[config.mk]
export PLATFORM = sky130hd
export DESIGN_NAME = call_stack
export DESIGN_NICKNAME = d
export VERILOG_FILES = /design/src/rtl/gumnut_stack_pkg.sv /design/src/rtl/stack_regfile.sv /design/src/rtl/call_stack.sv
export SDC_FILE = /design/constraint.sdc
export NUM_CORES = 1
export LEC_CHECK = 0
export BUFFER_PORTS_ARGS = -buffer_cell sky130_fd_sc_hd__buf_2
export CAP_MARGIN = 15
export CORE_ASPECT_RATIO = 1.75
export CORE_MARGIN = 2
export CORE_UTILIZATION = 40
export CTS_CLUSTER_DIAMETER = 150
export CTS_CLUSTER_SIZE = 30
export DETAILED_ROUTE_END_ITERATION = 8
export PLACE_DENSITY = 0.62
export SLEW_MARGIN = 20
export SYNTH_ARGS = -nofsm -noshare
export SYNTH_HDL_FRONTEND = slang
export SYNTH_SLANG_ARGS = --single-unit
[constraint.sdc]
create_clock -name clk -period 3.4 [get_ports clk]
set_input_delay 0.51 -clock clk [delete_from_list [all_inputs] [get_ports clk]]
set_output_delay 0.51 -clock clk [all_outputs]
set_load 0.01 [all_outputs]
[src/rtl/gumnut_stack_pkg.sv]
// gumnut_stack_pkg: shared op encoding and width helpers for the return-address stack
package gumnut_stack_pkg;
  typedef enum logic [2:0] {STK_IDLE, STK_PUSH, STK_POP, STK_REPL, STK_FLUSH} stk_op_e;
  function automatic int ptr_w(input int depth);
    return $clog2(depth);
  endfunction
  function automatic int cnt_w(input int depth);
    return $clog2(depth + 1);
  endfunction
endpackage

[src/rtl/stack_regfile.sv]
// stack_regfile: DEPTH x WIDTH storage, one sync write port, two async read ports, no reset
module stack_regfile #(
  parameter int WIDTH = 12,
  parameter int DEPTH = 8,
  parameter int PW = $clog2(DEPTH)
) (
  input  logic             clk,
  input  logic             we_i,
  input  logic [PW-1:0]    waddr_i,
  input  logic [WIDTH-1:0] wdata_i,
  input  logic [PW-1:0]    raddr0_i,
  input  logic [PW-1:0]    raddr1_i,
  output logic [WIDTH-1:0] rdata0_o,
  output logic [WIDTH-1:0] rdata1_o
);
  logic [WIDTH-1:0] mem [DEPTH];
  always_ff @(posedge clk) begin
    if (we_i) mem[waddr_i] <= wdata_i;
  end
  assign rdata0_o = mem[raddr0_i];
  assign rdata1_o = mem[raddr1_i];
endmodule

[src/rtl/call_stack.sv]
// call_stack: parametrised return-address stack with replace, flush, status and sticky error flags
module call_stack import gumnut_stack_pkg::*; #(
  parameter int WIDTH    = 12,
  parameter int DEPTH    = 8,
  parameter bit OVF_WRAP = 1'b0
) (
  input  logic                      clk,
  input  logic                      rst,
  input  logic                      cen,
  input  logic                      push_i,
  input  logic                      pop_i,
  input  logic                      flush_i,
  input  logic                      clr_err_i,
  input  logic [WIDTH-1:0]          pc_i,
  output logic [WIDTH-1:0]          top_o,
  output logic [cnt_w(DEPTH)-1:0]   count_o,
  output logic                      empty_o,
  output logic                      full_o,
  output logic                      ovf_o,
  output logic                      unf_o
);
  localparam int PW = ptr_w(DEPTH);
  localparam int CW = cnt_w(DEPTH);
  logic [PW-1:0]    wp_q, wp_d, waddr;
  logic [CW-1:0]    cnt_q, cnt_d;
  logic [WIDTH-1:0] top_q, top_d, rd_top, rd_next;
  logic             ovf_q, ovf_d, unf_q, unf_d, we, do_push, do_pop;
  stk_op_e          op;
  stack_regfile #(.WIDTH(WIDTH), .DEPTH(DEPTH), .PW(PW)) u_rf (
    .clk      (clk),
    .we_i     (we),
    .waddr_i  (waddr),
    .wdata_i  (pc_i),
    .raddr0_i (wp_q - PW'(1)),
    .raddr1_i (wp_q - PW'(2)),
    .rdata0_o (rd_top),
    .rdata1_o (rd_next)
  );
  assign empty_o = cnt_q == '0;
  assign full_o  = cnt_q == CW'(DEPTH);
  // A replace on an empty stack degenerates to a plain push.
  always_comb begin
    op      = flush_i ? STK_FLUSH : (push_i && pop_i && !empty_o) ? STK_REPL :
              push_i ? STK_PUSH : pop_i ? STK_POP : STK_IDLE;
    do_push = op == STK_PUSH && (!full_o || OVF_WRAP);
    do_pop  = op == STK_POP && !empty_o;
    we      = cen && (do_push || op == STK_REPL);
    waddr   = op == STK_REPL ? wp_q - PW'(1) : wp_q;
    wp_d    = !cen ? wp_q : op == STK_FLUSH ? '0 : do_push ? wp_q + PW'(1) :
              do_pop ? wp_q - PW'(1) : wp_q;
    cnt_d   = !cen ? cnt_q : op == STK_FLUSH ? '0 : (do_push && !full_o) ? cnt_q + CW'(1) :
              do_pop ? cnt_q - CW'(1) : cnt_q;
    // Holding cycles re-read mem[wp-1], which always equals the registered top.
    top_d   = !cen ? top_q : op == STK_FLUSH ? '0 : (do_push || op == STK_REPL) ? pc_i :
              do_pop ? (cnt_q >= CW'(2) ? rd_next : '0) : empty_o ? '0 : rd_top;
    ovf_d   = !cen ? ovf_q : (ovf_q && !clr_err_i) || (op == STK_PUSH && full_o);
    unf_d   = !cen ? unf_q : (unf_q && !clr_err_i) || (op == STK_POP && empty_o);
  end
  always_ff @(posedge clk or negedge rst) begin
    if (!rst) begin
      wp_q  <= '0;
      cnt_q <= '0;
      top_q <= '0;
      ovf_q <= 1'b0;
      unf_q <= 1'b0;
    end else begin
      wp_q  <= wp_d;
      cnt_q <= cnt_d;
      top_q <= top_d;
      ovf_q <= ovf_d;
      unf_q <= unf_d;
    end
  end
  assign top_o   = top_q;
  assign count_o = cnt_q;
  assign ovf_o   = ovf_q;
  assign unf_o   = unf_q;
endmodule
Word level (Yosys, flattened, before mapping)
Memories as Yosys holds them, arrays and structs flattened.
Cells that the tools add are included.

word-level totals
  flip-flop bits (word level) = 21
  RAM bits = 96
  input port bits = 19
  output and inout port bits = 20
  word-level logic and storage cells = 56
  memories kept = 1

memory list
  name      words  bits a word  read ports  clocked after memory_dff  write ports  line                 text
  u_rf.mem  8      12           2           0                         1            stack_regfile.sv:16  logic [WIDTH-1:0] mem [DEPTH];

cells by class
  add/subtract/negate cells = 5
  $lt $le $gt $ge = 1
  eq/ne operators = 5
  multiplexer cells = 18
  reduce and logical (&&, ||, !) cells = 21

operator list
  cell                   count
  $mux W12               5
  $mux W3                5
  $mux W4                3
  $logic_and A1 B1 Y1    10
  $eq A3 B2 Y1 const B   2
  $mux W2                3
  $reduce_bool A3 Y1     2
  $add A4 B1 Y4 const B  1
  $eq A4 B4 Y1 const B   1
  $ge A4 B2 Y1 const B   1
  $logic_not A4 Y1       1
  $reduce_and A2 Y1      2
  $sub A4 B1 Y4 const B  1
  $add A3 B1 Y3 const B  1
  $eq A3 B1 Y1 const B   1
  $eq A3 B3 Y1 const B   1
  $logic_not A1 Y1       3
  $logic_or A1 B1 Y1     3
  $sub A3 B1 Y3 const B  1
  $sub A3 B2 Y3 const B  1
  $mux W1                2

Longest topological paths before layout
  depth after elaboration = 11
  depth in mapped cells = 10
  depth with buffers taken out = 8

Hierarchy
A second synthesis with hierarchy kept.

unflattened totals
  cells, all modules = 338
  area total of the unflattened synthesis = 5900.7 µm²

by module, submodules not included
  module         instances  cells each  area each (µm²)  sequential area each (µm²)
  stack_regfile  1          195         4556.9           2882.8
  call_stack     1          143         1343.8           525.5

Worst setup path before layout
OpenSTA, ideal clock, no wires.

  kind = register -> register
  start point = reg wp_q[1]
  end point = mem u_rf.mem[0][0] (enable)
  setup time = 382 ps
  arrival time = 2749 ps
  required time = 3018 ps
  setup slack = 270 ps
  stages on the path, launching flop included = 11
  path buffers = 4
  period minus slack after synthesis = 3130 ps
  path through = dfrtp_1 > buf_2 > buf_2 > inv_1 > ha_1 > clkbuf_1 > buf_2 > nand3_1 > o2bb2ai_1 > o2bb2ai_1 > nor2b_1

between the ends
  longest elaborated chain between the ends = 2

ends and longest elaborated chain
  item                    line                 text
  start, declared         call_stack.sv:24     logic [PW-1:0] wp_q, wp_d, waddr;
  start signal, assigned  call_stack.sv:67     wp_q <= wp_d;
  $sub A3 B1 Y3           call_stack.sv:48     waddr = op == STK_REPL ? wp_q - PW'(1) : wp_q;
  $mux W3 (*)             call_stack.sv:48
  end, declared           stack_regfile.sv:16

Mark *: on every way between the ends. The rest lies on a longest branch, timed or not.

Worst setup path after layout
  start point = reg cnt_q[1], in the netlist count_o[1]
  end point = reg cnt_q[3], in the netlist count_o[3]

between the ends
  longest elaborated chain between the ends = 10
  elaborated cells on any way between the ends = 20
  classes of those cells = 2 x add/sub; 4 x eq/ne; 5 x mux; 9 x reduce/logical

ends and longest elaborated chain
  item                                                            line                                text
  start, declared                                                 call_stack.sv:25                    logic [CW-1:0] cnt_q, cnt_d;
  start signal, assigned                                          call_stack.sv:68                    cnt_q <= cnt_d;
  $logic_not A4 Y1                                                call_stack.sv:39                    assign empty_o = cnt_q == '0;
  $logic_not A1 Y1                                                call_stack.sv:43, call_stack.sv:46
  $logic_and A1 B1 Y1                                             call_stack.sv:43                    op = flush_i ? STK_FLUSH : (push_i && pop_i && !empty_o) ? STK_REPL :
  $mux W2                                                         call_stack.sv:43
  $mux W3                                                         call_stack.sv:43
  $eq A3 B1 Y1                                                    call_stack.sv:45                    do_push = op == STK_PUSH && (!full_o || OVF_WRAP);
  $logic_and A1 B1 Y1                                             call_stack.sv:45
  $logic_and A1 B1 Y1                                             call_stack.sv:51                    cnt_d = !cen ? cnt_q : op == STK_FLUSH ? '0 : (do_push && !full_o) ? cnt_q + CW'(1) :
  $reduce_bool A3 Y1 (no line) / $mux W4 (equally long branches)  --
  $reduce_and A2 Y1 (no line) / $mux W4 (equally long branches)   --

Several ways; a longest one is shown, not always the timed one. The select of a mux whose other input is x is not followed.
A chain may end at the register's enable or synchronous reset.

==> out/results.ini <==
[detailed_routing]
wl_um = 13570
viasPerCell = 5.896
routedWlPerCell_um = 23.52
dr_total_vias = 3402
drc_errors = 0
drt_iter0_drc = 228
drtAntennaViolNets = 0
first_pass_iters = 5

[yosys]
yosys_most_used_dff = edfxtp_1
yosysUniqueCellTypes = 46
synth.most_common_cell = edfxtp_1
synth.top_cell.area_share_pct = 51.31
synth_cells = 337
synth_edf_count = 96
netlist_area_um2 = 5618
synth_nets = 361
yosys-top-cells-count = edfxtp_1, mux4_2, dfrtp_1
synth_top_area_cell = edfxtp_1
synth-async-reset-ratio_pct = 17.95
avgSynthCellArea_um2 = 16.67
yosys-top-cells-area = edfxtp_1, mux4_2, dfrtp_1
yosysWarnings = 0
ys_seq_area_share_pct = 60.67
ys_seq_elements = 117

[clock_network]
h-tree-depth = 4
clk_latency_ns = 0.42
clock_path_buffers = 2
postCtsSetupBuffers = 0
clockRootBuffer = clkbuf_16
path_clk_slew_ns = 0.06
ctsResizeCount = 0
clock-sinks = 117
cts_made_buffers = 17
cts_tree = done
hold_buffers = 0

[critical_path]
arrival_ns = 2.78
endpoint_kind = register
critPathTopFamily = simple AND/OR/NAND/NOR gates
cp_data_required_time_ns = 3.69
critPathKind = reg -> reg
critPathMaxStageDelay_ns = 0.63
reg2reg_setup_slack_ns = 0.92
cp_max_fo = 10
critPathBufInv = 0
crit_path_top_delay_cell = or4b_4
crit_chain = or4b_4 -> nand3_2 -> ha_1 -> a21o_1 -> a21oi_1 -> xnor2_1 -> o21bai_1 -> a22o_1
setup.worst_path.start_class = register

[timing]
fmax_ghz = 0.4027
slew_viol_final = 0
clock_skew_ns = 0.01190
grt_setup_unrepaired = no
finalSetupTns_ns = 0
slew_headroom_pct = 32.45
finalSetupViolCount = 0
worstMarginPinSlew_ns = 1.006
finalWorstSetupSlack_ns = 0.9170
finalHoldViolations = 0
finalCriticalPeriod_ns = 2.483
period_share_pct = 73.03

[layout]
area_growth_pct = 18.55
multi_input_area_um2 = 2095
drive_gt1_share_pct = 34.00
antennaDiodeCount = 0
seq_area_um2 = 3410
fillers = 1192
nNetsFinal = 411
fin_area_um2 = 6660

[floorplanning]
die_w_um = 93.59
boundaryPins = 39
row_count = 57
start_util_pct = 40.60
die_h_um = 160.8
core_um2 = 13840
die-area_um2 = 15050

[place]
dpl_worst_slack_ns = 0.8821
io_buffers = 38
gp_congestion = 0.7874
placed_cell_area_um2 = 6032
hpwl_um = 8490

[run]
maxCapViolCount = 0

[grt]
grt_max_degree = 55
antenna_found_initial = 0
grt_pass1_vias = 3655
grt_pass1_wl_um = 20930
grt_usage_pct = 19.25
gr-total-overflow = 0

[hold_path]
hold_path.class = in -> async

[pwr]
cellLeakagePower_nw = 2.358
worst_ir_drop_vdd_v = 0.0003567
power_density_nw_per_um2 = 805.2

[status]
outcome = finished clean

-- cell usage in the layout, fill, tap and decap left out, types with 2 or more instances in the layout --
| cell | instances |
|---|---|
| a21oi_1 | 18 |
| a22o_1 | 4 |
| a22oi_1 | 9 |
| buf_2 | 38 |
| buf_4 | 13 |
| bufinv_16 | 4 |
| clkbuf_16 | 17 |
| clkinv_2 | 2 |
| clkinv_4 | 4 |
| dfrtp_1 | 20 |
| edfxtp_1 | 96 |
| ha_1 | 4 |
| inv_1 | 5 |
| inv_6 | 3 |
| mux2_2 | 3 |
| mux2i_1 | 18 |
| mux4_2 | 45 |
| nand2_1 | 11 |
| nand3_1 | 4 |
| nor2_1 | 10 |
| nor2b_1 | 16 |
| nor3_1 | 2 |
| o211ai_1 | 9 |
| o21ai_0 | 5 |
| o21ai_1 | 2 |
| o21bai_1 | 5 |
| o22a_1 | 2 |
| o22ai_1 | 3 |
| o2bb2ai_1 | 2 |
| o31ai_1 | 2 |
| xnor2_1 | 2 |
-- path summary, 6_finish.rpt --
path | to | cells after the start | start
hold / removal | unf_o | 1 | rst
hold reg to reg | unf_o | 1 | unf_o
min in group clk | u_rf.mem[3][5] | 1 | pc_i[5]
setup / recovery | count_o[3] | 8 | count_o[1]
setup reg to reg | count_o[3] | 8 | count_o[1]
max in group asynchronous | wp_q[0] | 1 | rst
-- metal layers --
metal  vias to the layer above  track usage, %  wire length, um
met3                        22           3.565              618
met4                         0           8.827              350
met5                         -               0                0
met1                      1774           21.09             4884
li1                       1489               -                -
met2                       117           35.28             7717
-- flip-flops by register name, summed over array words and instances (netlist names) --
signal	flops
count_o	4
ovf_o	1
unf_o	1
wp_q	3
u_rf.mem	96
top_o	12
-- logic make-up after synthesis --
group	after synthesis	share of synthesized area, %
flip-flops	117	60.67
AO/OA/AOI/OAI	68	8.396
XOR/XNOR	4	0.6237
AND/OR/NAND/NOR	52	5.034
adder cells (fa/ha/maj)	5	1.247
multiplexers	66	21.85
buffers and inverters	25	2.183
-- where the power goes --
part	leakage [nW]	internal, mW	switching, mW
registers	1.14	1.68	0.123
clock network	0.306	1.23	0.658
logic	0.913	0.810	0.864
-- final cells by class --
class	count	share of cell area, %
clock inverters	15	3.043
multi-input cells	195	31.45
well taps	177	3.325
repair buffers	51	4.321
flip-flops and latches	117	51.19
inverters	5	0.2818
clock buffers	17	6.387
-- through the flow --
step                      instances  util [%]  total power, mW  hold slack, ns
after floorplan                 337         -            3.020          0.2144
after detailed placement        545     43.60            3.510          0.4905
after CTS                       577     48.14            5.414         0.07890
after global placement          545     43.60            3.495          0.4926
after global routing            577     48.14            5.608          0.1032
final                           577     48.14            5.363         0.07410
Power figures use the tool's default switching activity.
